===== src/rtl/mem_access_pkg.sv =====
// Shared definitions for the data-memory access unit: size encodings,
// the FSM state type, and the sub-word merge / load-extract helpers.
package mem_access_pkg;

    localparam logic [1:0] SZ_BYTE = 2'b00;
    localparam logic [1:0] SZ_HALF = 2'b01;
    localparam logic [1:0] SZ_WORD = 2'b10;

    typedef enum logic {
        IDLE  = 1'b0,
        MERGE = 1'b1
    } state_t;

    // Replace the addressed byte/half of old_word with the low bits of wdata.
    // Word (and the reserved encoding) replaces the whole word.
    function automatic logic [31:0] lane_merge(
        input logic [31:0] old_word,
        input logic [31:0] wdata,
        input logic [1:0]  size,
        input logic [1:0]  boff
    );
        logic [31:0] w;
        w = old_word;
        if (size == SZ_BYTE) begin
            case (boff)
                2'd0:    w[7:0]   = wdata[7:0];
                2'd1:    w[15:8]  = wdata[7:0];
                2'd2:    w[23:16] = wdata[7:0];
                default: w[31:24] = wdata[7:0];
            endcase
        end else if (size == SZ_HALF) begin
            if (boff[1]) w[31:16] = wdata[15:0];
            else         w[15:0]  = wdata[15:0];
        end else begin
            w = wdata;
        end
        return w;
    endfunction

    // Pick the addressed lane out of a RAM word and sign/zero extend it.
    function automatic logic [31:0] load_extract(
        input logic [31:0] word,
        input logic [1:0]  size,
        input logic        uns,
        input logic [1:0]  boff
    );
        logic [7:0]  b;
        logic [15:0] h;
        logic [31:0] r;
        case (boff)
            2'd0:    b = word[7:0];
            2'd1:    b = word[15:8];
            2'd2:    b = word[23:16];
            default: b = word[31:24];
        endcase
        h = boff[1] ? word[31:16] : word[15:0];
        if (size == SZ_BYTE)      r = uns ? {24'b0, b} : {{24{b[7]}}, b};
        else if (size == SZ_HALF) r = uns ? {16'b0, h} : {{16{h[15]}}, h};
        else                      r = word;
        return r;
    endfunction

endpackage


===== src/rtl/mau_lane_extract.sv =====
// Combinational load-lane selection with sign/zero extension.
module mau_lane_extract
    import mem_access_pkg::*;
(
    input  logic [31:0] word,
    input  logic [1:0]  size,
    input  logic        uns,
    input  logic [1:0]  boff,
    output logic [31:0] data
);

    // Lane select and extend in one step; no state.
    always_comb begin
        data = load_extract(word, size, uns, boff);
    end

endmodule


===== src/rtl/mem_access_unit.sv =====
// Data-memory front end: byte address -> word index, zero-latency loads with
// lane extraction, single-cycle SW, two-cycle read-modify-write SH/SB.
// Misaligned requests are flagged, never written, and latch err_sticky.
//
// Handshake: there is no valid/ready pair; req is a one-cycle request that is
// always consumed in IDLE. stall=1 tells the pipeline to hold its MEM stage one
// extra cycle while a sub-word store completes in MERGE; anything presented on
// req/wr/addr during MERGE is ignored.
//
// Build option: define MEM_ACCESS_STATS_EN to add saturating ld_cnt/st_cnt.
module mem_access_unit
    import mem_access_pkg::*;
#(
    parameter int RAM_AW = 10,
    parameter int DW     = 32
) (
    input  logic          clk,
    input  logic          reset,
    input  logic          req,
    input  logic          wr,
    input  logic [1:0]    size,
    input  logic          uns,
    input  logic [31:0]   addr,
    input  logic [DW-1:0] wdata,
    output logic [DW-1:0] rdata,
    output logic          stall,
    output logic          misalign,
    output logic          err_sticky,
    output logic [31:0]   ram_a,
    output logic [DW-1:0] ram_wd,
    output logic          ram_we,
    input  logic [DW-1:0] ram_rd,
    output state_t        dbg_state
`ifdef MEM_ACCESS_STATS_EN
    ,
    output logic [15:0]   ld_cnt,
    output logic [15:0]   st_cnt
`endif
);

    state_t              state_q, state_d;
    logic [RAM_AW-1:0]   idx_q;
    logic [31:0]         merge_q;
    logic [RAM_AW-1:0]   addr_idx;
    logic [RAM_AW-1:0]   ram_idx;
    logic [31:0]         ext_data;
    logic                load_ok;
    logic                capture;
    logic                unused_addr_hi;

    // Upper address bits fall off the word index, so indices wrap.
    assign addr_idx       = addr[RAM_AW+1:2];
    assign unused_addr_hi = ^addr[31:RAM_AW+2];

    assign misalign = req & (((size == SZ_HALF) & addr[0]) |
                             (size[1] & (addr[1:0] != 2'b00)));

    assign ram_a     = {{(32-RAM_AW){1'b0}}, ram_idx};
    assign dbg_state = state_q;

    mau_lane_extract u_extract (
        .word (ram_rd),
        .size (size),
        .uns  (uns),
        .boff (addr[1:0]),
        .data (ext_data)
    );

    // Next state and all RAM/pipeline controls; writes and stall are gated
    // off while reset is low so nothing reaches the RAM during its clear.
    always_comb begin
        state_d = state_q;
        stall   = 1'b0;
        ram_we  = 1'b0;
        ram_idx = addr_idx;
        ram_wd  = wdata;
        load_ok = 1'b0;
        capture = 1'b0;
        case (state_q)
            IDLE: begin
                if (req && !misalign) begin
                    if (!wr) begin
                        load_ok = 1'b1;
                    end else if (size[1]) begin
                        ram_we = 1'b1;
                    end else begin
                        stall   = 1'b1;
                        capture = 1'b1;
                        state_d = MERGE;
                    end
                end
            end
            MERGE: begin
                ram_idx = idx_q;
                ram_wd  = merge_q;
                ram_we  = 1'b1;
                state_d = IDLE;
            end
            default: state_d = IDLE;
        endcase
        if (!reset) begin
            stall  = 1'b0;
            ram_we = 1'b0;
        end
    end

    assign rdata = load_ok ? ext_data : '0;

    // State, held RMW index/word, and the sticky misalignment flag.
    always_ff @(posedge clk or negedge reset) begin
        if (!reset) begin
            state_q    <= IDLE;
            idx_q      <= '0;
            merge_q    <= '0;
            err_sticky <= 1'b0;
        end else begin
            state_q    <= state_d;
            err_sticky <= err_sticky | misalign;
            if (capture) begin
                idx_q   <= addr_idx;
                merge_q <= lane_merge(ram_rd, wdata, size, addr[1:0]);
            end
        end
    end

`ifdef MEM_ACCESS_STATS_EN
    logic st_evt;
    assign st_evt = ram_we;

    // Saturating counters of accepted aligned loads and completed stores.
    always_ff @(posedge clk or negedge reset) begin
        if (!reset) begin
            ld_cnt <= '0;
            st_cnt <= '0;
        end else begin
            if (load_ok && (ld_cnt != 16'hFFFF)) ld_cnt <= ld_cnt + 16'd1;
            if (st_evt  && (st_cnt != 16'hFFFF)) st_cnt <= st_cnt + 16'd1;
        end
    end
`endif

endmodule


===== config.mk =====
export PLATFORM = sky130hd
export DESIGN_NAME = mem_access_unit
export DESIGN_NICKNAME = d
export VERILOG_FILES = /design/src/rtl/mem_access_pkg.sv /design/src/rtl/mau_lane_extract.sv /design/src/rtl/mem_access_unit.sv
export SDC_FILE = /design/constraint.sdc
export NUM_CORES = 1
export LEC_CHECK = 0
export CAP_MARGIN = 20
export CORE_AREA = 2 2 89 133
export CTS_CLUSTER_DIAMETER = 200
export DETAILED_ROUTE_END_ITERATION = 8
export DIE_AREA = 0 0 91 135
export PLACE_DENSITY_LB_ADDON = 0.15
export SKIP_CTS_REPAIR_TIMING = 1
export SLEW_MARGIN = 10
export SYNTH_ARGS = -nofsm -noshare
export SYNTH_HDL_FRONTEND = slang
export SYNTH_HIERARCHICAL = 1
export SYNTH_SLANG_ARGS = --single-unit

===== constraint.sdc =====
create_clock -name clk -period 1.8 [get_ports clk]
set_clock_uncertainty 0.05 [all_clocks]
set_input_delay 0.27 -clock clk [delete_from_list [all_inputs] [get_ports clk]]
set_output_delay 0.27 -clock clk [all_outputs]
set_load 0.02 [all_outputs]

==> metrics.yaml, run 1 <==
finalWirelength_um: 16100
slowest_stage: "mux4_2"
worst_setup_path_end_kind: "output port"
yosysUniqueCellTypes: 43
io_pins: 204
drv_slew: 0
grt_overflow: 0
die_h_um: 135
yosysTopAreaCell: "dfrtp_1"
synth-simple-area-share_pct: 22.6
leakage_nw: 3.45
syn_area_um2: 4030
synth_edf_count: 0
synth_xor_area_share_pct: 0
wire_per_inst_um: 19.0
viasPerCell: 5.27
critPathLaunchType: "input pin"
avgSynthCellArea_um2: 8.70
async_flop_share_pct: 100
route.detailed.drc: 0
cts_made_buffers: 5
grt_first_pass_wirelength_um: 23400
synth_fa_ha_area_share_pct: 0
fin_cells: 845
syn2layout_area_growth_pct: 74.0
first_pass_iters: 4
htreeDepth: 2
clk_pin_slew_ns: 0.06
place_inst: 820
ant_nets: 0
wl_met3_um: 1000
mostFrequentLayoutCell: "nand2_1"
num_rows: 47
violations: "setup timing"
cts.path.max_buffers: 2
die_w_um: 91
die_area_um2: 12300
ys_seq_area_share_pct: 27.3
drt-met1-wl_um: 5930
cts_sinks: 44
synthMuxAreaShare_pct: 23.1
worst_path_largest_cell_delay_ns: 0.56
run_status: "finished, violations left"
wl_met2_um: 8290
fin_nets: 799
setup_viol: 74
synth_compound_area_share_pct: 18.1
maxCapViolCount: 0
synth_top_area_share_pct: 27.3
grt_usage_pct: 24.2
rsz0062_at_grt: "yes"
worstPathRequired_ns: 1.48
min_path_type: "input pin to asynchronous set/reset pin"
synth_ff_type: "dfrtp_1"
yosys_warnings: 6
p_total_w: 0.00392
cts_root_buffer: "clkbuf_16"
crit_type: "input pin to output port"
clock_latency_ns: 0.29
min_period_ns: 2.12
placed_cell_area_um2: 6390
slew_headroom_pct: 61.8
ir_drop_uv: 514
top_layer: "met4"
max_freq_ghz: 0.471
finalHoldViolCount: 0
critPathArrivalTime_ns: 1.80
synthCells: 463
grt_pass1_vias: 4360
layout_setup_ws_ns: -0.322
p_per_area_nw_per_um2: 559
grt_antenna_before_repair: 1
vias: 4454
port_buffers: 161
worstMarginPinSlew_ns: 0.570
cts_tree: "built"
crit_chain: "buf_8 > mux4_2 > a22oi_4 > clkbuf_16 > nand2_2 > and2_4 > buf_6"
core_area_um2: 11100
place_hpwl_um: 12000
synth_top_family_by_area: "multiplexers"
start_util_pct: 36.4
path_buf_inv: 3
drive_gt1_share_pct: 43.3
final_cell_mix: "86 x nand2_1, 77 x buf_6, 77 x buf_4"
synth.area.top_cells: "dfrtp_1 27%, mux2_2 12%, nand2_1 9.3%"
crit_family: "multiplexers"
fin_crit_sh_pct: 118
drt_iter0_drc: 263
grt_max_degree: 44
synth-seq-cells: 44
critical_path.max_fanout: 8
gp_congestion: 0.915
fin_area_um2: 7010
flip-flops by register name, summed over array words and instances, names as in the netlist:
register and flops:
dbg_state 1, err_sticky 1, idx_q 10, merge_q 32
area by class of cell:
cell class,count,area (µm²)
antenna,1,2.50
clock buffer,5,125
clock inverter,3,42.5
fill,964,4040
inverter,4,15.0
multi-input combinational,379,2780
sequential,44,1100
tap,147,184
timing repair buffer,262,2760
synthesized netlist by cell type (5+ instances only):
master / n
a211oi_1: 9
a21boi_0: 7
a21oi_1: 9
a221o_1: 14
a22o_1: 8
and2_1: 41
buf_1: 5
buf_2: 8
buf_4: 25
clkbuf_1: 14
dfrtp_1: 44
mux2_2: 44
mux2i_1: 23
mux4_1: 7
nand2_1: 100
nand2b_1: 9
nand3_1: 7
nand3b_1: 8
o21ai_0: 32
o221ai_1: 8
o22a_1: 8
logic make-up (layout without fill, tap and decap cells):
logic type / count (synthesis) / count (layout)
AO/OA/AOI/OAI: 100 / 100
buffers and inverters: 61 / 274
flip-flops: 44 / 44
multiplexers: 75 / 75
other: 1 / 23
AND/OR/NAND/NOR: 182 / 182
stage by stage:
| stage | setup slack (ns) | TNS [ns] | utilization, % | hold slack [ns] |
|---|---|---|---|---|
| after floorplan | -0.116 | -1.94 | - | -0.0756 |
| after global placement | -1.08 | -54.81 | 57.8 | 0.0309 |
| after detailed placement | -1.13 | -56.90 | 57.8 | 0.0295 |
| after CTS | -1.13 | -58.11 | 59.3 | -0.278 |
| after global routing | -0.342 | -12.85 | 63.4 | 0.271 |
| final | -0.322 | -10.68 | 63.4 | 0.261 |
worst register-to-register path: cells and delay by family, from the launching register on:
kind / cells / cell delay [ns]
buf+inv: 3 / 0.40
simple gates: 2 / 0.39
flops: 1 / 0.42
compound gates: 2 / 0.32
power by group:
group          total (W)  switching (W)  internal [W]
clock network    0.00104       0.000388      0.000652
logic            0.00159       0.000747      0.000841
registers        0.00129       0.000117       0.00118
final timing paths:
kind	cells after the start	to	start	slack [ns]
min reg2reg	2	idx_q[0]	idx_q[0]	0.43
min in group clk	4	merge_q[15]	ram_rd[15]	0.40
max in group asynchronous	3	dbg_state	reset	0.67
max	7	rdata[18]	addr[0]	-0.32
max reg2reg	7	merge_q[12]	dbg_state	0.14
min	2	err_sticky	reset	0.26
metal layers:
| layer | vias up | track usage (%) |
|---|---|---|
| met1 | 2125 | 28.9 |
| met4 | 0 | 13.9 |
| met5 | - | 0 |
| met2 | 205 | 40.9 |
| li1 | 2084 | - |
| met3 | 40 | 4.24 |
Note: power is estimated with default switching activity, not from simulation.
==> inputs of run 2 (changes only) <==
--- a/config.mk
+++ b/config.mk
@@ -5,11 +5,12 @@
 export SDC_FILE = /design/constraint.sdc
 export NUM_CORES = 1
 export LEC_CHECK = 0
+export ABC_AREA = 1
 export CAP_MARGIN = 20
-export CORE_AREA = 2 2 89 133
+export CORE_AREA = 3 3 96 144
 export CTS_CLUSTER_DIAMETER = 200
 export DETAILED_ROUTE_END_ITERATION = 8
-export DIE_AREA = 0 0 91 135
+export DIE_AREA = 0 0 99 147
 export PLACE_DENSITY_LB_ADDON = 0.15
 export SKIP_CTS_REPAIR_TIMING = 1
 export SLEW_MARGIN = 10
==> metrics.yaml, run 2 <==
grt_pass1_vias: 5997  # +38%
avgSynthCellArea_um2: 5.21  # -40%
crit_chain: "clkdlybuf4s50_1 > inv_1 > a21oi_1 > nand2_1 > nand2_1 > inv_1 > nor2_1 > buf_4"
ir_drop_uv: 543  # +5.6%
final_cell_mix: "457 x nand2_1, 151 x inv_1, 146 x buf_4"
ys_seq_area_share_pct: 21.9  # -5.5 points
leakage_nw: 4.98  # +44%
critPathArrivalTime_ns: 1.49  # -0.31 ns
worstPathRequired_ns: 1.48  # about the same
reg_top3: "merge_q (32), idx_q (10)"
pre_cts_ws_ns: -0.865  # +0.268 ns
synth-seq-cells: 44  # unchanged
grt_usage_pct: 25.0  # +0.74 points
gp_congestion: 0.935  # +2.2%
synth_top_area_share_pct: 34.6  # +7.3 points
crit_type: "input pin to output port"
ant_nets: 0  # unchanged
yosys-top-cells-count: "465 x nand2_1, 153 x inv_1, 93 x nand3_1"
die_w_um: 99  # +8.8%
num_rows: 50  # +6.4%
min_path_type: "input pin to asynchronous set/reset pin"
port_buffers: 161  # unchanged
maxCapViolCount: 0  # unchanged
worst_path_largest_cell_delay_ns: 0.57  # about the same
drv_slew: 0  # unchanged
rsz0062_at_grt: "yes"
mostFrequentLayoutCell: "nand2_1"
grt_first_pass_wirelength_um: 29900  # +28%
n_antenna_cell: 0  # -1
cts_tree: "built"
setup_viol: 1  # -99%
route.detailed.drc: 0  # unchanged
fin_util_pct: 62.4  # -1.0 points
clk_pin_slew_ns: 0.07  # about the same
slowest_stage: "clkdlybuf4s50_1"
cts.path.max_buffers: 2  # unchanged
timing.rr.start: "dbg_state"
slew_headroom_pct: 60.8  # -1.1 points
synth_edf_count: 0  # unchanged
cts_made_buffers: 5  # unchanged
clock_latency_ns: 0.29  # about the same
die_area_um2: 14600  # +18%
finalWirelength_um: 19200  # +20%
fin_nets: 1320  # +65%
fin_crit_sh_pct: 101  # -17 points
wl_met3_um: 1360  # +35%
yosys_warnings: 6  # unchanged
top_layer: "met4"
p_per_area_nw_per_um2: 528  # -5.6%
layout_setup_ws_ns: -0.0128  # +0.309 ns
async_flop_share_pct: 100  # unchanged
wire_per_inst_um: 14.0  # -26%
cts_root_buffer: "clkbuf_16"
critPathLaunchType: "input pin"
max_freq_ghz: 0.552  # +17%
syn2layout_area_growth_pct: 55.7
yosysUniqueCellTypes: 25  # -42%
drt_iter0_drc: 514  # +95%
fillerInstances: 1284  # +33%
wl_met2_um: 9230  # +11%
run_status: "finished, violations left"
synth_most_common_cell: "nand2_1"
min_period_ns: 1.81  # -0.309 ns
worstMarginPinSlew_ns: 0.588  # +0.0181 ns
synthCells: 967  # +110%
violations: "setup timing"
vias: 6598  # +48%
finalHoldViolCount: 0  # unchanged
die_h_um: 147  # +8.9%
critical_path.max_fanout: 3  # -5
worst_setup_path_end_kind: "output port"
drive_gt1_share_pct: 19.5  # -24 points
grt_overflow: 0  # unchanged
drt-met1-wl_um: 7440  # +25%
syn_area_um2: 5040  # +25%
top_register: "merge_q"
first_pass_iters: 5  # +1
synth.area.top_cells: "nand2_1 35%, dfrtp_1 22%, inv_1 11%"
synth_ff_type: "dfrtp_1"
grt_max_degree: 53  # +20%
place_hpwl_um: 14500  # +22%
largest_reg_flops: 32  # unchanged
viasPerCell: 4.80  # -8.9%
grt_antenna_before_repair: 0  # -1
io_pins: 204  # unchanged
core_area_um2: 12600  # +14%
htreeDepth: 2  # unchanged
critPathLaunch: "ram_rd[27]"
start_util_pct: 40.1  # +3.6 points
yosysTopAreaCell: "nand2_1"
cts_sinks: 44  # unchanged
run 2: cell types whose count changed after synthesis, sizes merged, moves of 23 or more:
cell   change
and2      -42
nand3     +90
mux2      -44
nand2    +368
inv      +158
mux2i     -23
nor2      +44
run 2: path summary, 6_finish.rpt:
| check | depth (start not counted) | to | slack [ns] |
|---|---|---|---|
| max | 8 | rdata[3] | -0.01 |
| min in group clk | 1 | err_sticky | 0.42 |
| max in group asynchronous | 2 | dbg_state | 1.26 |
| min reg2reg | 1 | err_sticky | 0.42 |
| max reg2reg | 6 | idx_q[3] | 0.28 |
| min | 2 | merge_q[21] | 0.02 |
run 2: logic make-up after synthesis:
group | after synthesis | share of synthesized area [%]
and+or+nand+nor | 632 | 52.0
buffers and inverters | 231 | 20.2
AOI/OAI and AO/OA | 59 | 5.91
DFF | 44 | 21.9
other | 1 | 0.0744
run 2: report_power, final:
part | internal, W | total [W] | switching, W
clock | 0.000661 | 0.00110 | 0.000442
combinational | 0.000752 | 0.00171 | 0.000958
sequential | 0.00121 | 0.00133 | 0.000121
total | 0.00262 | 0.00414 | 0.00152
run 2: stage by stage:
stage	instances	hold WS [ns]	setup TNS, ns	power [W]	area [µm²]
2_1_floorplan	988	-0.0756	0	0.00226	5120
3_3_place_gp	1357	0.362	-49.59	0.00302	7530
3_5_place_dp	1357	0.366	-51.28	0.00304	7530
4_1_cts	1365	0.0484	-49.14	0.00415	7700
5_1_grt	1374	0.0921	-1.71	0.00441	7840
6_report	1374	0.0178	-0.0128	0.00414	7840
run 2: worst max-delay path, delay by kind of cell:
kind            cells  cell delay (ns)
compound gates      1             0.15
buf+inv             4             0.84
simple gates        3             0.23
run 2: per-layer routing:
layer / global-route usage [%] / vias up
li1: - / 3365
met1: 30.9 / 2880
met2: 41.6 / 294
met3: 3.18 / 59
met4: 13.6 / 0
met5: 0 / -
run 2: layout make-up:
| cell class | instances | area, µm² | share of cell area, % |
|---|---|---|---|
| clock buffer | 5 | 125 | 1.60 |
| clock inverter | 3 | 46.3 | 0.590 |
| inverter | 161 | 604 | 7.70 |
| multi-input combinational | 716 | 3130 | 39.9 |
| sequential | 44 | 1100 | 14.1 |
| tap | 156 | 195 | 2.49 |
| timing repair buffer | 289 | 2640 | 33.6 |
==> inputs of run 3 (changes only) <==
--- a/config.mk
+++ b/config.mk
@@ -13,6 +13,7 @@
 export DIE_AREA = 0 0 99 147
 export PLACE_DENSITY_LB_ADDON = 0.15
 export SKIP_CTS_REPAIR_TIMING = 1
+export SKIP_LAST_GASP = 1
 export SLEW_MARGIN = 10
 export SYNTH_ARGS = -nofsm -noshare
 export SYNTH_HDL_FRONTEND = slang
==> metrics.yaml, run 3 (synthesized netlist as in run 2, its figures left out) <==
run_status: "finished, violations left"
violations: "setup timing"
htreeDepth: 2  # unchanged
reg_top3: "merge_q (32), idx_q (10)"
ir_drop_uv: 543  # -0.12%
p_per_area_nw_per_um2: 532  # +0.66%
leakage_nw: 4.95  # -0.53%
critPathLaunchType: "input pin"
min_path_type: "input pin to asynchronous set/reset pin"
fin_crit_sh_pct: 103  # +2.1 points
core_area_um2: 12600  # unchanged
cts_root_buffer: "clkbuf_16"
p_total_w: 0.00413  # -0.19%
io_pins: 204  # unchanged
first_pass_iters: 5  # unchanged
clk_pin_slew_ns: 0.07  # about the same
die_area_um2: 14600  # unchanged
grt_pass1_vias: 5997  # unchanged
viasPerCell: 4.80  # about the same
num_rows: 50  # unchanged
grt_first_pass_wirelength_um: 29900  # unchanged
finalWirelength_um: 19200  # -0.21%
n_antenna_cell: 0  # unchanged
slew_headroom_pct: 60.6  # -0.13 points
grt_usage_pct: 25.0  # unchanged
critical_path.max_fanout: 3  # unchanged
grt_antenna_before_repair: 0  # unchanged
worstPathRequired_ns: 1.48  # about the same
max_freq_ghz: 0.540  # -2.1%
setup_viol: 2  # +1
grt_max_degree: 53  # unchanged
finalHoldViolCount: 0  # unchanged
place_hpwl_um: 14500  # unchanged
wire_per_inst_um: 13.9  # -0.21%
pre_cts_ws_ns: -0.865  # unchanged
die_h_um: 147  # unchanged
worst_setup_path_end_kind: "output port"
fin_nets: 1320  # unchanged
grt_overflow: 0  # unchanged
rsz0062_at_grt: "yes"
die_w_um: 99  # unchanged
vias: 6596  # -0.030%
crit_type: "input pin to output port"
clock_latency_ns: 0.29  # about the same
critPathArrivalTime_ns: 1.53  # +0.04 ns
worstMarginPinSlew_ns: 0.590  # +0.00191 ns
drt_iter0_drc: 460  # -11%
start_util_pct: 40.1  # unchanged
port_buffers: 161  # unchanged
critPathLaunch: "ram_rd[25]"
cts_sinks: 44  # unchanged
min_period_ns: 1.85  # +0.0383 ns
drive_gt1_share_pct: 19.4  # -0.082 points
drv_slew: 0  # unchanged
cts_made_buffers: 5  # unchanged
largest_reg_flops: 32  # unchanged
maxCapViolCount: 0  # unchanged
ant_nets: 0  # unchanged
fin_util_pct: 61.9  # -0.53 points
route.detailed.drc: 0  # unchanged
cts_tree: "built"
mostFrequentLayoutCell: "nand2_1"
gp_congestion: 0.935  # unchanged
timing.rr.start: "dbg_state"
layout_setup_ws_ns: -0.0511  # -0.0383 ns
cts.path.max_buffers: 2  # unchanged
top_register: "merge_q"
syn2layout_area_growth_pct: 54.4
final_cell_mix: "457 x nand2_1, 151 x inv_1, 124 x buf_4"
[run 3: cell types whose count changed in the layout (fill, tap and decap cells not counted)]
cell and delta:
clkdlybuf4s50_1 +1, nor2_2 -1, nor2_1 +1, buf_6 -1
dlymetal6s2s_1 -1, buf_2 +2, o21ai_1 -1, o21ai_0 +1
clkbuf_2 +21, buf_4 -22
[run 3: critical path: stages]
cell	delay, ns
clkdlybuf4s50_1	0.55
inv_1	0.09
a21oi_1	0.18
nand2_1	0.08
nand2_1	0.06
inv_1	0.03
nor2_1	0.09
clkbuf_2	0.17
[run 3: cell type report]
| type | count | area, µm² |
|---|---|---|
| fillers | 1306 | 4800 |
| flip-flops and latches | 44 | 1100 |
| clock buffers | 5 | 125 |
| well taps | 156 | 195 |
| clock inverters | 3 | 46.3 |
| repair buffers | 289 | 2570 |
| multi-input cells | 716 | 3130 |
| inverters | 161 | 604 |
[run 3: report_power, final]
| part | internal, W | leakage [nW] | total, W | switching (W) |
|---|---|---|---|---|
| clock | 0.000661 | 0.0804 | 0.00111 | 0.000444 |
| sequential | 0.00121 | 0.552 | 0.00133 | 0.000121 |
| combinational | 0.000743 | 4.32 | 0.00170 | 0.000957 |
| total | 0.00261 | 4.95 | 0.00413 | 0.00152 |
[run 3: per-stage QoR]
step,setup TNS (ns),instances,area [µm²],hold WS (ns)
floorplan,0,988,5120,-0.0756
global placement,-49.59,1357,7530,0.362
detailed placement,-51.28,1357,7530,0.366
CTS,-49.14,1365,7700,0.0484
global route,-2.40,1374,7780,0.0921
finish,-0.0991,1374,7780,0.0169
[run 3: final timing paths]
check	endpoint	slack, ns	cells past startpoint
min in group clk	err_sticky	0.42	1
setup reg to reg	merge_q[14]	0.28	6
hold / removal	merge_q[21]	0.02	2
setup / recovery	rdata[1]	-0.05	8
hold reg to reg	err_sticky	0.42	1
max in group asynchronous	dbg_state	1.26	2
[run 3: metal layers]
metal  wire length, µm  up-vias  part of all wire, %  track usage, %
met4              1170        0                  6.1            13.6
met2              9210      275                   48            41.6
met1              7510     2896                   39            30.9
met5                 0        -                    0               0
met3              1270       59                  6.6            3.18
li1                  -     3366                    -               -
